[src/rtl/inst_fetch_unit_pkg.sv]
// Shared widths, fetch FSM encodings and PC step for the instruction fetch unit.
`ifndef INST_FETCH_UNIT_PKG_DEFS
`define INST_FETCH_UNIT_PKG_DEFS
`define Inst_Addr_Width 32
`define Inst_Width 32
`endif

package inst_fetch_unit_pkg;
  localparam int unsigned INST_ADDR_W = `Inst_Addr_Width;
  localparam int unsigned INST_DATA_W = `Inst_Width;

  localparam logic [1:0] FETCH_IDLE  = 2'd0;
  localparam logic [1:0] FETCH_RUN   = 2'd1;
  localparam logic [1:0] FETCH_STALL = 2'd2;

  localparam int unsigned PC_STEP = 4;
endpackage

[src/rtl/inst_fetch_unit_queue.sv]
// In-order instruction queue holding {inst, pc} pairs with push/pop/flush.
// Head outputs read zero while the queue is empty.
module inst_queue #(
  parameter int unsigned DEPTH  = 4,
  parameter int unsigned INST_W = 32,
  parameter int unsigned ADDR_W = 32,
  localparam int unsigned PTR_W = $clog2(DEPTH),
  localparam int unsigned CNT_W = PTR_W + 1
) (
  input  logic              clk,
  input  logic              rst,
  input  logic              push,
  input  logic [INST_W-1:0] push_inst,
  input  logic [ADDR_W-1:0] push_pc,
  input  logic              pop,
  input  logic              flush,
  output logic              full,
  output logic              empty,
  output logic [CNT_W-1:0]  count,
  output logic [INST_W-1:0] head_inst,
  output logic [ADDR_W-1:0] head_pc
);
  logic [INST_W-1:0] inst_mem_q [DEPTH];
  logic [INST_W-1:0] inst_mem_d [DEPTH];
  logic [ADDR_W-1:0] pc_mem_q   [DEPTH];
  logic [ADDR_W-1:0] pc_mem_d   [DEPTH];
  logic [PTR_W-1:0]  wr_ptr_q, wr_ptr_d;
  logic [PTR_W-1:0]  rd_ptr_q, rd_ptr_d;
  logic [CNT_W-1:0]  count_q, count_d;
  logic              push_ok, pop_ok;

  assign empty = (count_q == '0);
  assign full  = (count_q == CNT_W'(DEPTH));
  assign count = count_q;

  assign push_ok = push && !full;
  assign pop_ok  = pop && !empty;

  // Flush wins over any push or pop in the same cycle.
  always_comb begin
    wr_ptr_d   = wr_ptr_q;
    rd_ptr_d   = rd_ptr_q;
    count_d    = count_q;
    inst_mem_d = inst_mem_q;
    pc_mem_d   = pc_mem_q;
    if (flush) begin
      wr_ptr_d = '0;
      rd_ptr_d = '0;
      count_d  = '0;
    end else begin
      if (push_ok) begin
        inst_mem_d[wr_ptr_q] = push_inst;
        pc_mem_d[wr_ptr_q]   = push_pc;
        wr_ptr_d             = wr_ptr_q + PTR_W'(1);
      end
      if (pop_ok) begin
        rd_ptr_d = rd_ptr_q + PTR_W'(1);
      end
      if (push_ok && !pop_ok) begin
        count_d = count_q + CNT_W'(1);
      end else if (!push_ok && pop_ok) begin
        count_d = count_q - CNT_W'(1);
      end
    end
  end

  always_ff @(posedge clk or negedge rst) begin
    if (!rst) begin
      wr_ptr_q <= '0;
      rd_ptr_q <= '0;
      count_q  <= '0;
      for (int i = 0; i < int'(DEPTH); i++) begin
        inst_mem_q[i] <= '0;
        pc_mem_q[i]   <= '0;
      end
    end else begin
      wr_ptr_q   <= wr_ptr_d;
      rd_ptr_q   <= rd_ptr_d;
      count_q    <= count_d;
      inst_mem_q <= inst_mem_d;
      pc_mem_q   <= pc_mem_d;
    end
  end

  assign head_inst = empty ? '0 : inst_mem_q[rd_ptr_q];
  assign head_pc   = empty ? '0 : pc_mem_q[rd_ptr_q];
endmodule

[src/rtl/inst_fetch_unit.sv]
// Instruction fetch unit: owns the PC, requests the I-cache and queues words for decode.
// Optional FETCH_STAT_EN adds saturating fetch/stall statistics counters.
module inst_fetch_unit
  import inst_fetch_unit_pkg::*;
#(
  parameter int unsigned       ADDR_W      = INST_ADDR_W,
  parameter int unsigned       INST_W      = INST_DATA_W,
  parameter int unsigned       QUEUE_DEPTH = 4,
  parameter logic [ADDR_W-1:0] RESET_PC    = '0
) (
  input  logic              clk,
  input  logic              rst,
  output logic              cache_ce,
  output logic [ADDR_W-1:0] cache_addr,
  input  logic [INST_W-1:0] cache_inst,
  input  logic              cache_enable,
  input  logic              redirect_valid,
  input  logic [ADDR_W-1:0] redirect_pc,
  output logic              dec_valid,
  output logic [INST_W-1:0] dec_inst,
  output logic [ADDR_W-1:0] dec_pc,
  input  logic              dec_ready
`ifdef FETCH_STAT_EN
  ,
  output logic [31:0]       stat_fetched,
  output logic [31:0]       stat_stall
`endif
);
  localparam int unsigned CNT_W = $clog2(QUEUE_DEPTH) + 1;
  localparam logic [ADDR_W-1:0] PC_ALIGN_MASK = ~ADDR_W'(3);

  logic [1:0]        state_q, state_d;
  logic [ADDR_W-1:0] pc_q, pc_d;
  logic              push_c, pop_c;
  logic              q_full, q_empty;
  logic [CNT_W-1:0]  q_count, count_next_c;

  // Fetch outputs depend only on registered state and PC.
  assign cache_ce   = (state_q == FETCH_RUN);
  assign cache_addr = pc_q;

  assign push_c = (state_q == FETCH_RUN) && cache_enable && !q_full && !redirect_valid;
  assign pop_c  = !q_empty && dec_ready && !redirect_valid;

  inst_queue #(
    .DEPTH  (QUEUE_DEPTH),
    .INST_W (INST_W),
    .ADDR_W (ADDR_W)
  ) u_queue (
    .clk       (clk),
    .rst       (rst),
    .push      (push_c),
    .push_inst (cache_inst),
    .push_pc   (pc_q),
    .pop       (pop_c),
    .flush     (redirect_valid),
    .full      (q_full),
    .empty     (q_empty),
    .count     (q_count),
    .head_inst (dec_inst),
    .head_pc   (dec_pc)
  );

  assign dec_valid = !q_empty;

  always_comb begin
    count_next_c = q_count;
    if (push_c && !pop_c) begin
      count_next_c = q_count + CNT_W'(1);
    end else if (!push_c && pop_c) begin
      count_next_c = q_count - CNT_W'(1);
    end
  end

  // Redirect overrides every state; otherwise transitions look at next-cycle occupancy.
  always_comb begin
    state_d = state_q;
    pc_d    = pc_q;
    if (redirect_valid) begin
      state_d = FETCH_RUN;
      pc_d    = redirect_pc & PC_ALIGN_MASK;
    end else begin
      case (state_q)
        FETCH_IDLE: begin
          state_d = FETCH_RUN;
        end
        FETCH_RUN: begin
          if (push_c) begin
            pc_d = pc_q + ADDR_W'(PC_STEP);
          end
          if (count_next_c == CNT_W'(QUEUE_DEPTH)) begin
            state_d = FETCH_STALL;
          end
        end
        FETCH_STALL: begin
          if (count_next_c < CNT_W'(QUEUE_DEPTH)) begin
            state_d = FETCH_RUN;
          end
        end
        default: begin
          state_d = FETCH_IDLE;
        end
      endcase
    end
  end

  always_ff @(posedge clk or negedge rst) begin
    if (!rst) begin
      state_q <= FETCH_IDLE;
      pc_q    <= RESET_PC & PC_ALIGN_MASK;
    end else begin
      state_q <= state_d;
      pc_q    <= pc_d;
    end
  end

`ifdef FETCH_STAT_EN
  logic [31:0] stat_fetched_q, stat_fetched_d;
  logic [31:0] stat_stall_q, stat_stall_d;
  logic        stall_cycle_c;

  // Saturating counters; a redirect does not clear them.
  always_comb begin
    stall_cycle_c  = (state_q == FETCH_STALL) || ((state_q == FETCH_RUN) && !cache_enable);
    stat_fetched_d = stat_fetched_q;
    stat_stall_d   = stat_stall_q;
    if (push_c && (stat_fetched_q != 32'hFFFF_FFFF)) begin
      stat_fetched_d = stat_fetched_q + 32'd1;
    end
    if (stall_cycle_c && (stat_stall_q != 32'hFFFF_FFFF)) begin
      stat_stall_d = stat_stall_q + 32'd1;
    end
  end

  always_ff @(posedge clk or negedge rst) begin
    if (!rst) begin
      stat_fetched_q <= '0;
      stat_stall_q   <= '0;
    end else begin
      stat_fetched_q <= stat_fetched_d;
      stat_stall_q   <= stat_stall_d;
    end
  end

  assign stat_fetched = stat_fetched_q;
  assign stat_stall   = stat_stall_q;
`endif
endmodule

[config.mk]
export PLATFORM = sky130hd
export DESIGN_NAME = inst_fetch_unit
export DESIGN_NICKNAME = d
export VERILOG_FILES = /design/src/rtl/inst_fetch_unit_pkg.sv /design/src/rtl/inst_fetch_unit_queue.sv /design/src/rtl/inst_fetch_unit.sv
export SDC_FILE = /design/constraint.sdc
export NUM_CORES = 1
export LEC_CHECK = 0
export BUFFER_PORTS_ARGS = -buffer_cell sky130_fd_sc_hd__clkbuf_2
export CAP_MARGIN = 10
export CORE_ASPECT_RATIO = 0.7
export CORE_MARGIN = 2
export CORE_UTILIZATION = 55
export CTS_BUF_LIST = sky130_fd_sc_hd__clkbuf_8
export DETAILED_ROUTE_END_ITERATION = 8
export GPL_TIMING_DRIVEN = 0
export PLACE_DENSITY = 0.78
export SYNTH_ARGS = -nofsm -noshare
export SYNTH_HDL_FRONTEND = slang
export SYNTH_SLANG_ARGS = --single-unit
[constraint.sdc]
create_clock -name clk -period 2.93 [get_ports clk]
set_clock_uncertainty 0.15 [all_clocks]
set_input_delay 0.293 -clock clk [delete_from_list [all_inputs] [get_ports clk]]
set_output_delay 0.293 -clock clk [all_outputs]
set_load 0.05 [all_outputs]
* Word level (Yosys, flattened, before mapping) *
Cells that the tools add are included.

storage, ports and cells
  latch bits = 0
  register bits = 297
  ROM bits = 0
  memories = 0
  output and inout port bits = 98
  memory bits (writable) = 0
  logic and storage cells = 88
  input bits = 69

cells by class
  bitwise operators = 3
  reductions and logical operators = 29
  shift-type cells = 0
  multiplexer cells = 28
  order comparisons = 4
  divide/modulo/power cells = 0
  multiply operators = 0
  add/subtract/negate cells = 5
  eq/ne operators = 6

operators by type and width
  cell                                                                          count
  32-bit two-way mux                                                            10
  128-bit bitwise mux                                                           2
  32-bit binary-select mux with 2-bit select                                    2
  32-bit demux with 2-bit select                                                1
  32-bit by 3-bit adder with 32-bit output, second input constant               1
  3-bit two-way mux                                                             5
  2-bit two-way mux                                                             7
  1-bit logical AND                                                             12
  2-bit nonzero test                                                            4
  1-bit logical NOT                                                             7
  3-bit equality test, second input constant                                    2
  3-bit greater-or-equal comparator, second input constant                      2
  2-bit inverter with 3-bit output                                              2
  2-bit one-hot mux with 3 select lines                                         1
  2-bit AND reduction                                                           3
  2-bit by 1-bit adder with 2-bit output, second input constant                 2
  3-bit by 1-bit adder with 3-bit output, second input constant                 1
  3-bit logical NOT                                                             1
  3-bit by 1-bit less-than comparator with 1-bit output, second input constant  1
  3-bit less-than comparator, second input constant                             1
  3-bit by 1-bit inequality test with 1-bit output, second input constant       1
  3-bit inequality test, second input constant                                  1
  3-bit nonzero test                                                            1
  3-bit by 1-bit subtractor with 3-bit output, second input constant            1
  4 further kinds                                                               4

* Depth between registers and ports, before layout *
Gate-level depths: netlist of the first run.

  word-level depth = 12
  mapped depth = 10
  gate-level depth less buffers = 9

* Cells and area by module *
Synthesis of the first run repeated with hierarchy kept, for this count alone.

unflattened totals
  cells, all modules = 967
  area, all modules = 14176.1 µm²

by module, submodules not included
  module           instances  cells an instance  area each (µm²)
  inst_queue       1          749                12231.7
  inst_fetch_unit  1          218                1944.4

* Least setup slack after synthesis of the first run *
Ideal clock, no wire load.

  kind = register to output
  from = reg u_queue.count_q[1] (netlist: u_queue.count[1])
  to = out dec_inst[22]
  cell stages (with the launch flop) = 8
  arrival = 2.220 ns
  required time = 2.487 ns
  slack = 0.267 ns
  cells stage by stage = dfrtp_1 inv_1 ha_1 nor2b_1 inv_1 clkbuf_1 clkbuf_1 and2_1

on the way
  word-level cells in the longest chain between the ends = 2

RTL lines
  what                    line                         RTL
  from (decl)             inst_fetch_unit_queue.sv:29  logic [CNT_W-1:0] count_q, count_d;
  from (signal assigned)  inst_fetch_unit_queue.sv:79  count_q <= count_d;
  3-bit logical NOT       inst_fetch_unit_queue.sv:32  assign empty = (count_q == '0);
  32-bit two-way mux      inst_fetch_unit_queue.sv:85  assign head_inst = empty ? '0 : inst_mem_q[rd_ptr_q];
  to (decl)               inst_fetch_unit.sv:20        output logic [INST_W-1:0] dec_inst,

No other way between the ends.

* Worst setup path after layout of the first run *
  from = reg u_queue.count_q[0] (netlist: u_queue.count[0])
  to = out dec_pc[22]

on the way
  word-level cells in the longest chain between the ends = 2

RTL lines
  what                line                         RTL
  3-bit logical NOT   inst_fetch_unit_queue.sv:32
  32-bit two-way mux  inst_fetch_unit_queue.sv:86  assign head_pc = empty ? '0 : pc_mem_q[rd_ptr_q];
  to (decl)           inst_fetch_unit.sv:21        output logic [ADDR_W-1:0] dec_pc,

No other way between the ends.

==> metrics.md, run 1 <==
| Metric | Value |
|---|---|
| Run status | `finished, final reports clean` |
| Number of max-slew violations in the final report | `0` |
| Data required time at the worst endpoint | `2.49 ns` |
| Initial antenna violation count | `0` |
| Avg Synthesized Cell Area | `14.4 um2` |
| Residual DRC count | `0` |
| Total number of nets in the final design | `1290` |
| Cell area power density | `1070 mW/mm2` |
| Pin count of the biggest net entering global routing | `114` |
| Buffers plus inverters on the worst setup path | `4` |
| Sum of internal, switching and leakage power | `17.5 mW` |
| Row count | `47` |
| Number of hold violations in the final report | `0` |
| Clk buf depth | `3` |
| Maximum cell stage delay along the critical path | `0.38 ns` |
| Minimum clock period after layout | `2.79 ns` |
| Synthesized instance count | `937` |
| Number of optimization iterations in the first detailed-route pass | `5` |
| CP Class | `reg -> out` |
| Global-route wire length before repair | `49600 um` |
| # H-tree levels | `2` |
| Count of flip-flops with a built-in enable after synthesis | `0` |
| Area of the mapped netlist | `0.0135 mm2` |
| Area of the core region | `0.0238 mm2` |
| Max-cap viol count | `0` |
| Aggregate global-route resource usage | `0.249` |
| Area used by multi-input combinational logic | `0.00589 mm2` |
| Library cells used by synthesis | `48` |
| Worst voltage drop across the vdd grid | `770 uV` |
| Critical R2R Capture | `u_queue.inst_mem_q[16]` |
| Clock Sinks | `287` |
| Crit Reg-Reg Startpoint | `u_queue.count[0]` |
| Number of storage elements in the synthesis netlist | `287` |
| Share of final-layout standard cells stronger than drive strength 1 | `0.498` |
| Most used DFF post-synth | `sky130_fd_sc_hd__dfrtp_1` |
| Post-synth ARST share | `1.00` |
| Fraction of synthesized cell area taken by the top area cell type | `0.534` |
| Post-detailed-placement cell area | `0.0147 mm2` |
| Vias per inst | `5.53` |
| End of the worst hold path | `u_queue.count[2]` |
| Startpoint of the worst hold path | `redirect_valid` |
| Initial Utilization | `0.565` |
| Total grt overflow | `0` |
| Hold path cells | `2` |
| Transition time at the pin with the least slew margin | `0.753 ns` |
| Number of diodes | `0` |
| Area growth from synthesis to layout | `21.5%` |
| Crit path max-delay family | `buffers and inverters` |
| Number of global-route vias before repair | `9129` |
| Setup slack of the most critical reg-to-reg path | `0.21 ns` |
| Setup violators final | `0` |
| Crit path launch type | `flop` |
| Number of placed instances with taps included | `1419` |
| Area of the die | `0.0258 mm2` |
| Slowest CP cell | `sky130_fd_sc_hd__dfrtp_1` |
| Insertion delay to the later sink of the worst-skew pair | `0.56 ns` |
| Routed wirelength normalized by instance count | `19.8 um` |
| Number of fillers in the final layout | `1744` |
| Most area-consuming cells after synthesis | `sky130_fd_sc_hd__dfrtp_1 53%, sky130_fd_sc_hd__mux2_2 21%, sky130_fd_sc_hd__mux4_2 10%` |
| Post-Layout Cell Count | `1562` |
| Clock edge transition at the registers on the reported setup and hold paths | `0.06 ns` |
| Top Ports | `167` |
| Crit path max fanout | `11` |
| Gp weighted congestion | `0.794` |
| WHS | `0.172 ns` |
| Area used by sequential logic in the layout | `0.00718 mm2` |
| Endpoint kind of the worst setup timing path | `primary output` |
| Critical path startpoint | `u_queue.count[0]` |
| Data arrival time of the critical path | `2.35 ns` |
| Post-synthesis cell type with the largest combined area | `sky130_fd_sc_hd__dfrtp_1` |
| Path depth of the worst reg2reg path | `8` |
| Portion of the post-synthesis area used by sequential elements | `0.534` |
| Leakage power figure | `7.64 nW` |
| Clock tree from TritonCTS | `yes` |
| Buffers on Ports | `159` |
| Hold Crit Class | `in -> reg` |
| Final Cell Area | `0.0163 mm2` |
| CTS buffer count | `45` |
| DRT antenna net count | `0` |
| Share of the cycle needed by the critical path after routing | `0.953` |
| Root Buffer | `sky130_fd_sc_hd__clkbuf_8` |
| Horiz. Die Dim | `191 um` |
| Yosys warning count | `0` |
| Critical path cell sequence | `inv_1 -> ha_1 -> nor2b_2 -> inv_4 -> clkbuf_4 -> and2_1 -> clkbuf_2` |
| Final routed wirelength across all metal layers | `30900 um` |
| Post-detail-place hpwl | `20600 um` |
| Highest achievable clock rate | `358 MHz` |
| Tightest slew margin relative to the limit | `0.498` |
| Via count | `8644` |
| DR iter-0 viols | `572` |
| Die height | `135 um` |
power breakdown:
group          switching [mW]  leakage [nW]  total, mW  internal (mW)
registers               0.883          3.64       6.52           5.64
clock network            1.53         0.530       3.38           1.85
logic                    4.21          3.47       7.57           3.35
what timing repair did:
item                                    CTS  global route
setup buffers                             1             2
gates resized for setup                  29            12
endpoints found under the hold margin   245             0
pin swaps                                 0             1
endpoints found under the setup margin   63            62
hold buffers                             64             0
worst reg2reg max path, stage by stage, from the launching register on:
cell and delay (ns):
sky130_fd_sc_hd__dfrtp_1 0.38, sky130_fd_sc_hd__inv_1 0.12, sky130_fd_sc_hd__ha_1 0.23, sky130_fd_sc_hd__a21boi_1 0.29, sky130_fd_sc_hd__nand2_1 0.29, sky130_fd_sc_hd__nor2_2 0.28
sky130_fd_sc_hd__nand2_2 0.23, sky130_fd_sc_hd__buf_2 0.29, sky130_fd_sc_hd__mux2_2 0.33
routing by layer:
layer / track usage / vias up / part of all wire
met2: 0.364 / 187 / 0.44
met5: 0 / - / 0
li1: - / 3899 / -
met4: 0.0689 / 0 / 0.016
met1: 0.384 / 4509 / 0.49
met3: 0.0470 / 49 / 0.046
state kept, by name (all words and copies together), names as in the netlist:
signal and cells:
cache_addr 30, state_q 2, u_queue.count 3, u_queue.inst_mem_q 128, u_queue.pc_mem_q 120, u_queue.rd_ptr_q 2
u_queue.wr_ptr_q 2
worst max-delay path by stage:
stage,end,slack [ns],cells after the start
6_report,dec_pc[22],0.14,7
5_1_grt,dec_pc[3],-0.003,7
4_1_cts,dec_pc[23],0.003,7
3_5_place_dp,dec_pc[5],0.03,8
3_3_place_gp,u_queue.inst_mem_q[60],-4.63,1
2_1_floorplan,dec_inst[22],0.27,7
cell type report:
type | instances | share of cell area
inverter | 6 | 0.00153
clock inverter | 20 | 0.00635
tap | 318 | 0.0243
clock buffer | 58 | 0.0488
timing repair buffer | 228 | 0.0942
multi-input combinational | 578 | 0.360
sequential | 287 | 0.439
buffer | 67 | 0.0253
cells in the mapped netlist, drive strengths merged (2+ instances only):
library cell / n
nand2b: 4
dfrtp: 287
nor2: 17
clkbuf: 25
nand4: 6
mux2: 249
o21ai: 33
xnor2: 15
inv: 6
a21boi: 2
or3: 3
and3: 9
nor3: 5
nand2: 53
ha: 8
xor2: 19
mux4: 62
nand3: 12
mux2i: 2
and2: 64
buf: 44
kinds of logic (layout without fill, tap and decap cells):
family | count (synthesis) | after routing | synth area share
other cells | 1 | 4 | 0.000279
xor+xnor | 34 | 34 | 0.0221
simple gates | 177 | 177 | 0.0758
flops | 287 | 287 | 0.534
compound gates | 42 | 42 | 0.0173
buf+inv | 75 | 379 | 0.0298
mux | 313 | 313 | 0.314
fa+ha+maj | 8 | 8 | 0.00744
placed cells by master (no fill, tap or decap), drive strengths merged:
| master | netlist | final |
|---|---|---|
| dfrtp | 287 | 287 |
| mux2 | 249 | 249 |
| clkbuf | 25 | 235 |
| and2 | 64 | 64 |
| dlygate4sd3 | 0 | 64 |
| mux4 | 62 | 62 |
| buf | 44 | 54 |
| nand2 | 53 | 53 |
| o21ai | 33 | 33 |
| inv | 6 | 23 |
| xor2 | 19 | 19 |
| nor2 | 17 | 17 |
| xnor2 | 15 | 15 |
| nand3 | 12 | 12 |
| and3 | 9 | 9 |
| ha | 8 | 8 |
| nand4 | 6 | 6 |
| nor3 | 5 | 5 |
| conb | 1 | 4 |
| nand2b | 4 | 4 |
| or3 | 3 | 3 |
| mux2i | 2 | 2 |
| clkinv | 0 | 2 |
| a21boi | 2 | 2 |
| nor2b | 1 | 1 |
| and2b | 1 | 1 |
| o211ai | 1 | 1 |
| o22ai | 1 | 1 |
| a32oi | 1 | 1 |
| o41ai | 1 | 1 |
| a22oi | 1 | 1 |
| a311oi | 1 | 1 |
| and4 | 1 | 1 |
| nor4 | 1 | 1 |
| a21oi | 1 | 1 |
| bufinv | 0 | 1 |
metrics by stage:
stage | utilization | setup WS [ns] | setup TNS, ns
CTS | 0.685 | 0.00256 | 0
floorplan | - | 0.267 | 0
global placement | 0.616 | -4.63 | -1322.45
detailed placement | 0.618 | 0.0260 | 0
global route | 0.686 | -0.00331 | -0.00887
finish | 0.686 | 0.138 | 0
(Power assumes the default switching activity.)
==> inputs of run 2 (changes only) <==
--- a/config.mk
+++ b/config.mk
@@ -5,15 +5,15 @@
 export SDC_FILE = /design/constraint.sdc
 export NUM_CORES = 1
 export LEC_CHECK = 0
-export BUFFER_PORTS_ARGS = -buffer_cell sky130_fd_sc_hd__clkbuf_2
 export CAP_MARGIN = 10
 export CORE_ASPECT_RATIO = 0.7
 export CORE_MARGIN = 2
 export CORE_UTILIZATION = 55
 export CTS_BUF_LIST = sky130_fd_sc_hd__clkbuf_8
 export DETAILED_ROUTE_END_ITERATION = 8
+export DONT_BUFFER_PORTS = 1
 export GPL_TIMING_DRIVEN = 0
-export PLACE_DENSITY = 0.78
+export PLACE_DENSITY = 0.7
 export SYNTH_ARGS = -nofsm -noshare
 export SYNTH_HDL_FRONTEND = slang
 export SYNTH_SLANG_ARGS = --single-unit
==> metrics.md, run 2 (synthesized netlist as in run 1, its figures left out) <==
| Metric | Value |
|---|---|
| CTS buffer count | `46 (+2.2%)` |
| Crit path launch type | `flop` |
| Cell area power density | `1090 mW/mm2 (+2.2%)` |
| Area of the core region | `0.0238 mm2 (unchanged)` |
| Endpoint kind of the worst setup timing path | `primary output` |
| Highest achievable clock rate | `350 MHz (-2.4%)` |
| Slowest CP cell | `sky130_fd_sc_hd__dfrtp_1` |
| WHS | `-0.720 ns (-0.892 ns)` |
| Global-route wire length before repair | `47200 um (-4.9%)` |
| DR iter-0 viols | `428 (-25%)` |
| Minimum clock period after layout | `2.86 ns (+0.0685 ns)` |
| Top layer reached by signal wires | `met5` |
| Met3 layer wire length in the routed design | `1950 um (+36%)` |
| Post-detail-place hpwl | `19200 um (-6.5%)` |
| RSZ-0062 raised after global routing | `yes` |
| Final routed wirelength across all metal layers | `29700 um (-3.7%)` |
| CTS Hold Buffers Added | `63 (-1.6%)` |
| Area of the die | `0.0258 mm2 (unchanged)` |
| Number of global-route vias before repair | `8479 (-7.1%)` |
| Total grt overflow | `0 (unchanged)` |
| Hold Crit Class | `in -> async` |
| Die height | `135 um (unchanged)` |
| Horiz. Die Dim | `191 um (unchanged)` |
| Commonest cells after routing, fill and taps aside | `285 x sky130_fd_sc_hd__dfrtp_1, 249 x sky130_fd_sc_hd__mux2_2, 63 x sky130_fd_sc_hd__dlygate4sd3_1` |
| Met1 routed wirelength after detailed routing | `14300 um (-6.3%)` |
| Number of hold violations in the final report | `287 (+287)` |
| CP Class | `reg -> out` |
| Wire length on met2 | `13100 um (-4.4%)` |
| Leading cell type in the layout, fill and taps excluded | `sky130_fd_sc_hd__dfrtp_1` |
| Residual DRC count | `0 (unchanged)` |
| Area growth from synthesis to layout | `15.3%` |
| Pin count of the biggest net entering global routing | `288 (+150%)` |
| Largest register FFs | `128 (unchanged)` |
| Critical path cell sequence | `inv_1 -> ha_1 -> nor2b_1 -> inv_2 -> clkbuf_2 -> and2_2` |
| Total number of nets in the final design | `1127 (-13%)` |
| Transition time at the pin with the least slew margin | `0.762 ns (+0.00936 ns)` |
| Tightest slew margin relative to the limit | `0.492 (-0.00624)` |
| Post-place setup slack | `-0.430 ns (-0.456 ns)` |
| Root Buffer | `sky130_fd_sc_hd__clkbuf_8` |
| Max-cap viol count | `0 (unchanged)` |
| Number of optimization iterations in the first detailed-route pass | `4 (-1)` |
| Clock Sinks | `287 (unchanged)` |
| Clk buf depth | `3 (unchanged)` |
| Initial Utilization | `0.565 (unchanged)` |
| Gp weighted congestion | `0.791 (-0.38%)` |
| Worst voltage drop across the vdd grid | `636 uV (-17%)` |
| Share of final-layout standard cells stronger than drive strength 1 | `0.473 (-0.0256)` |
| Maximum cell stage delay along the critical path | `0.42 ns (+0.04 ns)` |
| Most flop-heavy register | `u_queue.inst_mem_q` |
| Via count | `8009 (-7.3%)` |
| Number of diodes | `0 (unchanged)` |
| # H-tree levels | `2 (unchanged)` |
| Data required time at the worst endpoint | `2.49 ns (about the same)` |
| Setup violators final | `0 (unchanged)` |
| Share of the cycle needed by the critical path after routing | `0.976 (+0.0234)` |
| Aggregate global-route resource usage | `0.238 (-0.0111)` |
| Failing checks | `hold timing` |
| Row count | `47 (unchanged)` |
| Data arrival time of the critical path | `2.42 ns (+0.07 ns)` |
| Least setup slack across all paths after layout | `0.0695 ns (-0.0685 ns)` |
| Crit path max fanout | `12 (+1)` |
| Clock edge transition at the registers on the reported setup and hold paths | `0.06 ns (about the same)` |
| Buffers on Ports | `0 (-100%)` |
| Run status | `finished, violations left` |
| Leakage power figure | `6.99 nW (-8.6%)` |
| Initial antenna violation count | `1 (+1)` |
| DRT antenna net count | `0 (unchanged)` |
| Clock tree from TritonCTS | `yes` |
| Number of max-slew violations in the final report | `0 (unchanged)` |
| Vias per inst | `5.72 (+3.3%)` |
| Routed wirelength normalized by instance count | `21.2 um (+7.3%)` |
| Insertion delay to the later sink of the worst-skew pair | `0.56 ns (about the same)` |
| Top Ports | `167 (unchanged)` |
==> run 2: cell types whose count changed in the layout (fill, tap and decap cells not counted), sizes merged <==
cell / previous run / this run
bufinv: 1 / 0
dlygate4sd3: 64 / 63
inv: 23 / 30
buf: 54 / 43
clkbuf: 235 / 81
clkinv: 2 / 1
==> run 2: power by group <==
group	total, mW	internal (mW)	switching [mW]
logic	7.02	3.18	3.84
clock network	3.25	1.71	1.54
registers	6.67	5.63	1.04
total	16.9	10.5	6.41
==> run 2: worst paths after layout <==
path | to | cells past startpoint | slack [ns] | from
max | dec_pc[16] | 6 | 0.07 | u_queue.count[1]
min | u_queue.inst_mem_q[99] | 0 | -0.72 | rst
max reg2reg | cache_addr[21] | 6 | 0.17 | cache_addr[8]
min reg2reg | state_q[0] | 1 | 0.32 | state_q[0]
max in group asynchronous | u_queue.inst_mem_q[31] | 0 | 2.72 | rst
min in group clk | state_q[1] | 5 | 0.19 | dec_ready
==> run 2: repair_timing <==
item	CTS	global route
endpoints found under the setup margin	64	58
gates resized for setup	77	37
endpoints found under the hold margin	448	287
buffers inserted	1	0
pin swaps	1	0
==> run 2: per-stage QoR <==
stage,utilization,cells,instance area [um2],TNS (ns),power (mW)
finish,0.651,1401,15500,0,16.9
global route,0.651,1401,15500,-0.735,17.8
CTS,0.649,1401,15500,0,16.9
detailed placement,0.582,1258,13900,-4.17,13.3
global placement,0.582,1258,13900,-4.16,13.1
floorplan,-,940,13500,0,12.2
==> run 2: critical path, delay by kind of cell (launching register included) <==
family / cells / cell delay (ns)
adder cells (fa/ha/maj): 1 / 0.20
buffers and inverters: 3 / 0.69
AND/OR/NAND/NOR: 2 / 0.54
flip-flops: 1 / 0.42
==> run 2: routing by layer <==
layer,GRT usage,vias up
li1,-,3586
met1,0.361,4185
met2,0.346,198
met3,0.0616,38
met4,0.0564,2
met5,0,-
==> run 2: layout make-up <==
| type | instances | area (um2) |
|---|---|---|
| fill | 1774 | 8300 |
| tap | 318 | 398 |
| clock buffer | 56 | 771 |
| sequential | 287 | 7180 |
| timing repair buffer | 64 | 638 |
| inverter | 6 | 22.5 |
| clock inverter | 25 | 95.1 |
| multi-input combinational | 578 | 6000 |
| buffer | 67 | 412 |
==> inputs of run 3 (changes only) <==
--- a/config.mk
+++ b/config.mk
@@ -5,6 +5,7 @@
 export SDC_FILE = /design/constraint.sdc
 export NUM_CORES = 1
 export LEC_CHECK = 0
+export ABC_AREA = 1
 export CAP_MARGIN = 10
 export CORE_ASPECT_RATIO = 0.7
 export CORE_MARGIN = 2
@@ -14,6 +15,7 @@
 export DONT_BUFFER_PORTS = 1
 export GPL_TIMING_DRIVEN = 0
 export PLACE_DENSITY = 0.7
+export SKIP_LAST_GASP = 1
 export SYNTH_ARGS = -nofsm -noshare
 export SYNTH_HDL_FRONTEND = slang
 export SYNTH_SLANG_ARGS = --single-unit
==> metrics.md, run 3 <==
| Metric | Value |
|---|---|
| Vias per inst | `5.74 (+0.48%)` |
| Initial Utilization | `0.561 (-0.00353)` |
| Global-route wire length before repair | `67100 um (+42%)` |
| Count of flip-flops with a built-in enable after synthesis | `0 (unchanged)` |
| Synthesized instance count | `1730 (+85%)` |
| Total number of nets in the final design | `1926 (+71%)` |
| Number of storage elements in the synthesis netlist | `287 (unchanged)` |
| Top Ports | `167 (unchanged)` |
| Clock Sinks | `287 (unchanged)` |
| Clock tree from TritonCTS | `yes` |
| Data arrival time of the critical path | `2.41 ns (about the same)` |
| Fraction of synthesized cell area taken by the top area cell type | `0.518 (-0.0155)` |
| Commonest cells after routing, fill and taps aside | `392 x sky130_fd_sc_hd__nand2_1, 289 x sky130_fd_sc_hd__nor2_1, 287 x sky130_fd_sc_hd__dfrtp_1` |
| Buffers on Ports | `0 (unchanged)` |
| WHS | `-0.753 ns (-0.0334 ns)` |
| Area growth from synthesis to layout | `20.2%` |
| Largest register FFs | `128 (unchanged)` |
| Insertion delay to the later sink of the worst-skew pair | `0.59 ns (+0.03 ns)` |
| Maximum cell stage delay along the critical path | `0.41 ns (about the same)` |
| CTS buffer count | `45 (-2.2%)` |
| Critical R2R Capture | `cache_addr[28]` |
| Critical path startpoint | `u_queue.rd_ptr_q[0]` |
| Number of global-route vias before repair | `11899 (+40%)` |
| Tightest slew margin relative to the limit | `0.510 (+0.0179)` |
| Most used DFF post-synth | `sky130_fd_sc_hd__dfrtp_1` |
| Run status | `finished, violations left` |
| Most repeated cell in the gate-level netlist after synthesis | `sky130_fd_sc_hd__nand2_1` |
| Most flop-heavy register | `u_queue.inst_mem_q` |
| Leakage power figure | `7.52 nW (+7.5%)` |
| Share of final-layout standard cells stronger than drive strength 1 | `0.130 (-0.342)` |
| Area of the die | `0.0265 mm2 (+2.9%)` |
| Endpoint kind of the worst setup timing path | `primary output` |
| Max-cap viol count | `0 (unchanged)` |
| Crit path launch type | `flop` |
| Clk buf depth | `3 (unchanged)` |
| CP Class | `reg -> out` |
| DR iter-0 viols | `1199 (+180%)` |
| Post-synth ARST share | `1.00 (unchanged)` |
| Hold Crit Class | `in -> async` |
| Worst voltage drop across the vdd grid | `468 uV (-27%)` |
| Final routed wirelength across all metal layers | `43200 um (+45%)` |
| Path depth of the worst reg2reg path | `9 (+3)` |
| Area used by sequential logic in the layout | `0.00718 mm2 (about the same)` |
| Area of the core region | `0.0247 mm2 (+3.6%)` |
| Critical path cell sequence | `clkbuf_4 -> inv_4 -> buf_4 -> clkbuf_2 -> o21ai_0 -> a21oi_4` |
| Aggregate global-route resource usage | `0.325 (+0.0871)` |
| Total grt overflow | `0 (unchanged)` |
| Number of diodes | `0 (unchanged)` |
| Area used by multi-input combinational logic | `0.00635 mm2 (+5.9%)` |
| Routed wirelength normalized by instance count | `19.6 um (-7.6%)` |
| CTS Hold Buffers Added | `69 (+9.5%)` |
| DRT antenna net count | `0 (unchanged)` |
| Data required time at the worst endpoint | `2.49 ns (about the same)` |
| Sum of internal, switching and leakage power | `13.9 mW (-18%)` |
| Row count | `48 (+2.1%)` |
| Crit path max fanout | `10 (-2)` |
| Post-synthesis cell type with the largest combined area | `sky130_fd_sc_hd__dfrtp_1` |
| Slowest CP cell | `sky130_fd_sc_hd__a21oi_4` |
| Failing checks | `hold timing` |
| # H-tree levels | `2 (unchanged)` |
| Share of the cycle needed by the critical path after routing | `0.973 (-0.00285)` |
| Number of optimization iterations in the first detailed-route pass | `5 (+1)` |
| Transition time at the pin with the least slew margin | `0.735 ns (-0.0268 ns)` |
| Area of the mapped netlist | `0.0139 mm2 (+3.0%)` |
| Horiz. Die Dim | `194 um (+1.5%)` |
| Number of hold violations in the final report | `287 (unchanged)` |
| Leading cell type in the layout, fill and taps excluded | `sky130_fd_sc_hd__nand2_1` |
| Gp weighted congestion | `0.934 (+18%)` |
| Avg Synthesized Cell Area | `8.01 um2 (-44%)` |
| Pin count of the biggest net entering global routing | `288 (unchanged)` |
| Minimum clock period after layout | `2.85 ns (-0.00834 ns)` |
| Highest achievable clock rate | `351 MHz (+0.29%)` |
| Portion of the post-synthesis area used by sequential elements | `0.518 (-0.0155)` |
| Initial antenna violation count | `0 (-1)` |
| Setup violators final | `0 (unchanged)` |
| Number of placed instances with taps included | `2058 (+64%)` |
| Least setup slack across all paths after layout | `0.0778 ns (+0.00834 ns)` |
| Library cells used by synthesis | `36 (-25%)` |
| RSZ-0062 raised after global routing | `yes` |
| Yosys warning count | `0 (unchanged)` |
| Number of fillers in the final layout | `2094 (+18%)` |
| Die height | `137 um (+1.4%)` |
| Setup slack of the most critical reg-to-reg path | `0.28 ns (+0.11 ns)` |
| Post-Route Utilization | `0.675 (+0.0234)` |
| Clock edge transition at the registers on the reported setup and hold paths | `0.07 ns (about the same)` |
| List of most frequent post-synthesis cells | `392 x sky130_fd_sc_hd__nand2_1, 289 x sky130_fd_sc_hd__nor2_1, 287 x sky130_fd_sc_hd__dfrtp_1` |
| Post-place setup slack | `-0.0847 ns (+0.345 ns)` |
| Residual DRC count | `0 (unchanged)` |
| Number of max-slew violations in the final report | `0 (unchanged)` |
| Via count | `12660 (+58%)` |
| Post-detail-place hpwl | `28100 um (+46%)` |
| Most area-consuming cells after synthesis | `sky130_fd_sc_hd__dfrtp_1 52%, sky130_fd_sc_hd__nand2_1 11%, sky130_fd_sc_hd__o21ai_1 8.4%` |
| Post-Layout Cell Count | `2204 (+57%)` |
| Crit Reg-Reg Startpoint | `cache_addr[8]` |
| Root Buffer | `sky130_fd_sc_hd__clkbuf_8` |
| Cell area power density | `836 mW/mm2 (-23%)` |
run 3: changes by cell type in the layout (fill, tap and decap cells not counted), sizes merged, moves of 23 or more:
cell,delta
nand2,+350
nor2,+276
buf,+23
o21ai,+354
inv,+72
mux4,-62
clkbuf,+24
a21oi,+65
mux2,-249
and2,-64
run 3: kinds of logic (layout without fill, tap and decap cells):
group                    Yosys count  count (layout)  share of synthesized area
XOR/XNOR                          20              20                     0.0126
adder cells (fa/ha/maj)            8               8                    0.00722
AO/OA/AOI/OAI                    465             465                      0.172
AND/OR/NAND/NOR                  746             746                      0.214
flip-flops                       287             287                      0.518
buffers and inverters            203             349                     0.0752
other                              1               4                   0.000271
run 3: how the worst max path moves through the flow:
| stage | end | cells past startpoint |
|---|---|---|
| 2_1_floorplan | dec_inst[0] | 6 |
| 3_3_place_gp | dec_inst[9] | 6 |
| 3_5_place_dp | dec_inst[9] | 6 |
| 4_1_cts | dec_pc[29] | 6 |
| 5_1_grt | dec_inst[16] | 5 |
| 6_report | dec_inst[14] | 6 |
run 3: what timing repair did:
action	4_1_cts	5_1_grt
hold endpoints to repair	449	287
resized for setup	149	29
pin swaps	2	4
setup endpoints to repair	62	61
buffers inserted	0	0
run 3: area by class of cell:
cell class | count | area share
multi-input combinational | 1243 | 0.381
inverter | 91 | 0.0207
timing repair buffer | 69 | 0.0415
buffer | 112 | 0.0461
tap | 325 | 0.0244
clock buffer | 59 | 0.0487
clock inverter | 18 | 0.00631
sequential | 287 | 0.431
run 3: routing by layer:
layer	track usage	part of all wire	up-vias
li1	-	-	5846
met1	0.487	0.46	6184
met2	0.469	0.42	558
met3	0.0830	0.10	72
met4	0.0869	0.020	0
met5	0	0	-
run 3: critical path, delay by kind of cell (launching register included):
family / cells / cell delay [ns]
AOI/OAI and AO/OA: 2 / 0.64
buffers and inverters: 4 / 0.83
DFF: 1 / 0.36
run 3: report_power, final:
part | total [mW] | switching, mW | internal (mW)
Combinational | 4.20 | 2.84 | 1.35
Sequential | 6.22 | 0.962 | 5.25
Clock | 3.51 | 1.64 | 1.88
Total | 13.9 | 5.44 | 8.49
run 3: per-stage QoR:
step,setup TNS [ns],area [um2]
after floorplan,0,13900
after global placement,-0.298,14300
after detailed placement,-0.357,14300
after CTS,-0.00700,16600
after global routing,-0.00626,16700
final,0,16700
